[config.mk]
export PLATFORM = sky130hd
export DESIGN_NAME = periph_bridge
export DESIGN_NICKNAME = d
export VERILOG_FILES = /design/src/rtl/periph_bus_pkg.sv /design/src/rtl/periph_bridge.sv
export SDC_FILE = /design/constraint.sdc
export NUM_CORES = 1
export LEC_CHECK = 0
export BUFFER_PORTS_ARGS = -buffer_cell sky130_fd_sc_hd__buf_4
export CORE_ASPECT_RATIO = 0.75
export CORE_MARGIN = 10
export CORE_UTILIZATION = 40
export DETAILED_ROUTE_END_ITERATION = 10
export GPL_TIMING_DRIVEN = 0
export HOLD_SLACK_MARGIN = 0.02
export PLACE_DENSITY = 0.68
export RECOVER_POWER = 50
export SLEW_MARGIN = 10
export SYNTH_ARGS = -nofsm -noshare
export SYNTH_HDL_FRONTEND = slang
export SYNTH_SLANG_ARGS = --single-unit
[constraint.sdc]
create_clock -name clk_i -period 4.45 [get_ports clk_i]
set_input_delay 0.2225 -clock clk_i [delete_from_list [all_inputs] [get_ports clk_i]]
set_output_delay 0.2225 -clock clk_i [all_outputs]
set_load 0.01 [all_outputs]
[src/rtl/periph_bus_pkg.sv]
// Shared definitions for the CPU-to-peripheral byte-lane bridge.
package periph_bus_pkg;

    localparam int LANES = 4;

    typedef enum logic [1:0] {
        IDLE   = 2'd0,
        ACCESS = 2'd1,
        RESP   = 2'd2
    } state_e;

endpackage

[src/rtl/periph_bridge.sv]
// Splits a 32-bit word request into one byte access per enabled lane on an
// 8-bit-wide peripheral, assembling read bytes back into a word.
module periph_bridge
    import periph_bus_pkg::*;
#(
    parameter int PADDR_W = 3
) (
    input  logic               clk_i,
    input  logic               rst_ni,
    input  logic               req_i,
    input  logic               we_i,
    input  logic [PADDR_W-1:0] addr_i,
    input  logic [3:0]         be_i,
    input  logic [31:0]        wdata_i,
    output logic               gnt_o,
    output logic               rvalid_o,
    output logic [31:0]        rdata_o,
    output logic               p_write_o,
    output logic [PADDR_W-1:0] p_addr_o,
    output logic [31:0]        p_wdata_o,
    input  logic [31:0]        p_rdata_i
);

    state_e             r_state;
    state_e             w_state_next;
    logic               r_we;
    logic [PADDR_W-1:0] r_addr;
    logic [3:0]         r_pend;
    logic [31:0]        r_wdata;
    logic [31:0]        r_rdata;

    logic               w_accept;
    logic               w_access;
    logic [1:0]         w_lane;
    logic [3:0]         w_pend_next;
    logic [7:0]         w_wbyte;

    assign gnt_o    = (r_state == IDLE);
    assign w_accept = req_i & gnt_o;
    assign w_access = (r_state == ACCESS);

    // Lowest still-pending lane is the one served this cycle.
    always_comb begin
        w_lane = 2'd0;
        for (int k = LANES - 1; k >= 0; k--) begin
            if (r_pend[k]) begin
                w_lane = 2'(k);
            end
        end
    end

    assign w_pend_next = r_pend & ~(4'b0001 << w_lane);
    assign w_wbyte     = r_wdata[{w_lane, 3'b000} +: 8];

    always_ff @(posedge clk_i or negedge rst_ni) begin
        if (!rst_ni) begin
            r_state <= IDLE;
        end else begin
            r_state <= w_state_next;
        end
    end

    always_comb begin
        w_state_next = r_state;
        case (r_state)
            IDLE: begin
                if (w_accept) begin
                    w_state_next = (be_i != 4'b0000) ? ACCESS : RESP;
                end
            end
            ACCESS: begin
                if (w_pend_next == 4'b0000) begin
                    w_state_next = RESP;
                end
            end
            RESP:    w_state_next = IDLE;
            default: w_state_next = IDLE;
        endcase
    end

    // Result word is cleared on accept so disabled lanes and writes return zero.
    always_ff @(posedge clk_i or negedge rst_ni) begin
        if (!rst_ni) begin
            r_we    <= 1'b0;
            r_addr  <= '0;
            r_pend  <= 4'b0000;
            r_wdata <= 32'h0;
            r_rdata <= 32'h0;
        end else if (w_accept) begin
            r_we    <= we_i;
            r_addr  <= addr_i & ~PADDR_W'(3);
            r_pend  <= be_i;
            r_wdata <= wdata_i;
            r_rdata <= 32'h0;
        end else if (w_access) begin
            r_pend <= w_pend_next;
            if (!r_we) begin
                r_rdata[{w_lane, 3'b000} +: 8] <= p_rdata_i[{w_lane, 3'b000} +: 8];
            end
        end
    end

    assign rvalid_o  = (r_state == RESP);
    assign rdata_o   = rvalid_o ? r_rdata : 32'h0;
    assign p_write_o = w_access & r_we;
    assign p_addr_o  = w_access ? (r_addr | PADDR_W'(w_lane)) : '0;
    assign p_wdata_o = w_access ? {4{w_wbyte}} : 32'h0;

endmodule

==> impl_metrics.yaml, run 1 <==
outcome:
  status: "complete, no violations"
critical_path:
  criticalPathCategory: "flop to flop"
  slowest_stage: "or4b_1"
  path_cells: "nor2b_1 > o21bai_1 > buf_2 > inv_1 > ha_1 > nor2_1 > or4b_1 > buf_2 > o21ai_0"
  cp.arrival_ns: 3.18
  cpPeakStageDelay_ns: 0.46
  path_common_cell: "buf_2"
  cp-end-kind: "flop"
  crit_fanout: 11
  startpoint_type: "flop"
  worst-endpoint-required_ns: 4.69
cts:
  cts_tree: "done"
  ctsLongestPathBuffers: 2
  cts_sinks: 72
  htreeDepth: 3
  insertion_delay_ns: 0.33
  ctsResizeCount: 0
  cts_root_buffer: "clkbuf_16"
  cts_hold_buf: 0
  path_clk_slew_ns: 0.06
  numCtsBuffers: 9
  cts_setup_buffers: 0
logic_synthesis:
  synth-seq-cells: 72
  syn_inst: 370
  synth-edff-count: 0
  synth-main-ff-cell: "dfrtp_1"
  syn-cell-area_um2: 3760
  synth-seq-area-share_pct: 47.9
  yosysWarnings: 0
  syn_avg_cell_area_um2: 10.2
  async_flop_share_pct: 100
  syn-num-nets: 449
  yosysUniqueCellTypes: 38
global_routing:
  grt_use_total_pct: 16.8
  grt_max_degree: 73
  grt_first_pass_wirelength_mm: 18.7
  grt_pass1_vias: 3374
  antenna_found_initial: 0
  grt.overflow.total: 0
job:
  max-cap-violations: 0
floorplanning:
  design.core.area_um2: 9120
  die-width_um: 132
  io_pins: 145
  die-area_um2: 13700
  rows: 30
  start_util_pct: 41.2
  fp.dieH_um: 104
placement:
  gp_congestion: 0.795
  io_buffers: 142
  dp.cells: 640
  hpwl_mm: 9.28
  place_ws_ns: 1.65
sta:
  fmaxAchievable_mhz: 341
  setup_violations: 0
  rsz0062_at_grt: "false"
  min_period_over_period_pct: 66.0
  worst_pin_slew_ns: 0.905
  fin_skew_ns: 0.00666
  report.final.hold_viol_count: 0
  setup_slack_ns: 1.52
  slew-limit-headroom_pct: 39.7
  tns_ns: 0
  slew_violations: 0
  period_needed_ns: 2.93
final_layout:
  drive_gt1_share_pct: 42.6
  antennaDiodeCount: 0
  fin_nets: 602
  layout.cells.non_filler: 656
  layout_commonest_cell: "buf_4"
  synthToLayoutAreaGrowth_pct: 40.3
  mostFrequentLayoutCells: "166 x buf_4, 72 x dfrtp_1, 54 x nand2_1"
  final_util_pct: 57.8
  nFillCells: 831
detailed_routing:
  drtPass1Iterations: 5
  ant_nets: 0
  drtIter0Drc: 250
  route.vias.total: 3221
  vias_per_cell: 4.91
  drc: 0
  routed_wirelength_mm: 11.8
  wl_per_cell_um: 18.0
hold_path:
  hold_class: "primary input to asynchronous set/reset pin"
power_and_ir_drop:
  power_density_nw_per_um2: 703
  ir_drop_uv: 249
  leakage_nw: 2.57
stage by stage:
stage / hold WS (ns) / area (um2) / total power [mW]
finish: 0.00534 / 5280 / 3.71
global route: 0.102 / 5280 / 3.96
CTS: 0.0678 / 5280 / 3.74
detailed placement: 0.413 / 4990 / 3.01
global placement: 0.408 / 4990 / 2.97
floorplan: -0.0731 / 3760 / 2.22
worst paths after layout:
| check | from | to | slack, ns | depth (start not counted) |
|---|---|---|---|---|
| min in group clk_i | be_i[0] | r_pend[0] | 0.10 | 3 |
| min | rst_ni | r_rdata[28] | 0.005 | 1 |
| min reg2reg | r_rdata[2] | r_rdata[2] | 0.47 | 2 |
| max | r_pend[3] | r_rdata[27] | 1.52 | 9 |
| max reg2reg | r_pend[3] | r_rdata[27] | 1.52 | 9 |
| max in group asynchronous | rst_ni | r_rdata[9] | 3.84 | 1 |
state kept, by name, summed over array words and instances (netlist names):
signal and count:
r_rdata 32, r_wdata 32, r_pend 4, r_state 2
r_addr 1, r_we 1
worst max-delay path: cells and delay by family (launching register included):
kind / cells / cell delay, ns
buffers and inverters: 3 / 0.73
AND/OR/NAND/NOR: 3 / 0.73
flip-flops: 1 / 0.41
adder cells (fa/ha/maj): 1 / 0.36
AO/OA/AOI/OAI: 2 / 0.62
Yosys cell counts, types with 2 or more instances:
library cell  instances  area share, %
nand2_1              54            5.4
a221oi_1              6            1.4
and2_1               42            7.0
buf_4                25            5.0
mux2i_1               8            2.1
o22ai_1               9            1.5
nor2_1                4           0.40
nand3b_1              5            1.0
a22oi_1               8            1.6
ha_1                  4            1.3
a221oi_2              2           0.80
a21o_1                4           0.80
mux2_2               34             10
o21ai_0              42            5.6
inv_1                 5           0.50
nand3_1               2           0.27
buf_2                 9            1.2
nor3b_1               2           0.40
nand2b_1              2           0.33
nor2b_1               5           0.83
dfrtp_1              72             48
clkbuf_1              8           0.80
a22o_1                3           0.70
area by class of cell:
class	instances	area, um2	area share, %
Clock buffer	10	229	4.34
Multi-Input combinational cell	249	1660	31.5
Inverter	5	18.8	0.356
Sequential cell	72	1800	34.2
Buffer	44	273	5.17
Tap cell	128	160	3.04
Clock inverter	6	67.6	1.28
Timing Repair Buffer	142	1060	20.1
power breakdown:
group          internal, mW  leakage [nW]  switching (mW)  total, mW
Clock                 0.436         0.139           0.272      0.708
Sequential            0.889         0.921           0.141       1.03
Combinational         0.933          1.51            1.04       1.97
kinds of logic (layout without fill, tap and decap cells):
group | after synthesis | after routing | synth area share (%)
buffers and inverters | 49 | 207 | 7.88
AOI/OAI and AO/OA | 78 | 78 | 13.2
DFF | 72 | 72 | 47.9
adders and majority gates | 4 | 4 | 1.33
muxes | 42 | 42 | 12.3
and+or+nand+nor | 125 | 125 | 17.4
layer usage:
layer,global-route usage (%),vias to the layer above,wire (um)
li1,-,1569,-
met1,21.8,1553,5240
met2,27.6,85,5870
met3,3.52,14,555
met4,4.52,0,171
met5,0,-,0
Note: power is estimated with default switching activity, not from simulation.
==> inputs of run 2 (changes only) <==
PLACE_DENSITY = 0.7   (was 0.68)
clock period = 2.54 ns   (was 4.45 ns; I/O delays follow)
==> impl_metrics.yaml, run 2 (same netlist as run 1, synthesis figures left out) <==
outcome:
  status: "finished, violations left"
  violations: "max-capacitance violations, max-slew violations"
floorplanning:
  io_pins: 145
  design.core.area_um2: 9120
  die-area_um2: 13700
  start_util_pct: 41.2
  rows: 30
  fp.dieH_um: 104
  die-width_um: 132
final_layout:
  drive_gt1_share_pct: 44.9
  fin_nets: 606
  layout_commonest_cell: "buf_4"
  synthToLayoutAreaGrowth_pct: 43.9
  mostFrequentLayoutCells: "168 x buf_4, 72 x dfrtp_1, 54 x nand2_1"
  largestRegisters: "r_rdata (32), r_wdata (32), r_pend (4)"
  final_util_pct: 59.3
  layout.cells.non_filler: 660
  final_area_um2: 5410
  antennaDiodeCount: 0
global_routing:
  grt_first_pass_wirelength_mm: 18.4
  antenna_found_initial: 0
  grt_pass1_vias: 3364
  grt_max_degree: 73
  grt_use_total_pct: 16.7
  grt.overflow.total: 0
placement:
  dp.cells: 640
  place_ws_ns: -0.375
  gp_congestion: 0.808
  place_area_um2: 4990
  hpwl_mm: 9.18
  io_buffers: 142
sta:
  tns_ns: 0
  slew-limit-headroom_pct: -19.6
  fmaxAchievable_mhz: 411
  rsz0062_at_grt: "true"
  setup_violations: 0
  fin_skew_ns: 0.00562
  setup_slack_ns: 0.109
  worst_pin_slew_ns: 1.79
  holdWs_ns: 0.0272
  period_needed_ns: 2.43
  report.final.hold_viol_count: 0
  min_period_over_period_pct: 95.7
  slew_violations: 73
power_and_ir_drop:
  ir_drop_uv: 581
  leakage_nw: 2.64
  report.power.total_mw: 6.74
  power_density_nw_per_um2: 1250
critical_path:
  cpPeakStageDelay_ns: 0.41
  r2r_cells: 9
  path_cells: "clkbuf_1 > nor2b_2 > nand2_1 > o22ai_1 > buf_4 > buf_4"
  cp-end-kind: "output pin"
  crit_buf_inv: 3
  criticalPathCategory: "flop to output pin"
  worst-endpoint-required_ns: 2.41
  path_common_cell: "buf_4"
  r2r_slack_ns: 0.17
  r2r-end: "r_rdata[30]"
  cp.arrival_ns: 2.30
  crit_fanout: 10
  cpLargestDelayFamily: "simple AND/OR/NAND/NOR gates"
  startpoint_type: "flop"
  slowest_stage: "dfrtp_1"
  r2r_start: "r_pend[3]"
detailed_routing:
  route.vias.total: 3282
  vias_per_cell: 4.97
  wl_per_cell_um: 17.7
  drtIter0Drc: 263
  drc: 0
  routed_wirelength_mm: 11.7
  ant_nets: 0
  drtPass1Iterations: 4
hold_path:
  whs_path_depth: 2
  hold_class: "primary input to flop"
  hp-start: "wdata_i[22]"
  whs_endpoint: "r_wdata[22]"
cts:
  cts_root_buffer: "clkbuf_16"
  htreeDepth: 3
  path_clk_slew_ns: 0.06
  numCtsBuffers: 9
  cts_sinks: 72
  ctsLongestPathBuffers: 2
  cts_tree: "done"
  insertion_delay_ns: 0.33
job:
  max-cap-violations: 1
-- run 2: changes by cell type in the layout (fill, tap and decap cells not counted), moves of 2 or more --
| cell | delta |
|---|---|
| clkbuf_1 | -5 |
| o21ai_0 | -2 |
| o21ai_1 | +2 |
| buf_4 | +2 |
| nor2b_2 | +2 |
| dlygate4sd3_1 | +4 |
| clkbuf_2 | +3 |
| o22ai_2 | +5 |
| nor2b_1 | -2 |
| o22ai_1 | -5 |
-- run 2: area by class of cell --
class	count	area, um2
Inverter	5	18.8
Clock inverter	6	90.1
Multi-Input combinational cell	249	1720
Clock buffer	10	229
Sequential cell	72	1800
Tap cell	128	160
Fill cell	790	3710
Buffer	41	275
Timing Repair Buffer	149	1120
-- run 2: power by group --
part | leakage (nW) | switching (mW) | internal (mW)
Combinational | 1.57 | 1.82 | 1.75
Sequential | 0.921 | 0.262 | 1.56
Clock | 0.153 | 0.483 | 0.865
Total | 2.64 | 2.57 | 4.17
-- run 2: how the worst max path moves through the flow --
| stage | end | slack [ns] | cells after the start | from |
|---|---|---|---|---|
| after global placement | r_rdata[0] | -0.26 | 9 | r_pend[3] |
| after global routing | p_wdata_o[22] | -0.04 | 6 | r_pend[2] |
| final | p_wdata_o[21] | 0.11 | 6 | r_state[1] |
| after detailed placement | r_rdata[15] | -0.38 | 9 | r_pend[3] |
| after CTS | r_rdata[3] | 0.01 | 9 | r_pend[3] |
| after floorplan | r_rdata[31] | 0.19 | 9 | r_pend[3] |
-- run 2: worst reg2reg max path, stage by stage (launching register included) --
cell and delay [ns]:
dfrtp_1 0.41, nor2b_1 0.18, o21bai_4 0.20, buf_8 0.19, inv_1 0.08, ha_1 0.32, nor2_1 0.12, or4b_1 0.43
buf_2 0.18, o21ai_0 0.18
-- run 2: what timing repair did --
item	CTS	global route
endpoints found under the hold margin	74	1
buffers inserted	0	3
pin swaps	0	2
setup endpoints to repair	64	51
hold buffers	3	1
gates resized for setup	7	11
gates cloned	0	0
-- run 2: metal layers --
| layer | track usage (%) | vias to the layer above | share of wire [%] |
|---|---|---|---|
| met1 | 21.2 | 1586 | 44 |
| met3 | 4.39 | 21 | 4.7 |
| met5 | 0 | - | 0 |
| met4 | 5.78 | 0 | 2.1 |
| met2 | 26.8 | 93 | 49 |
| li1 | - | 1582 | - |
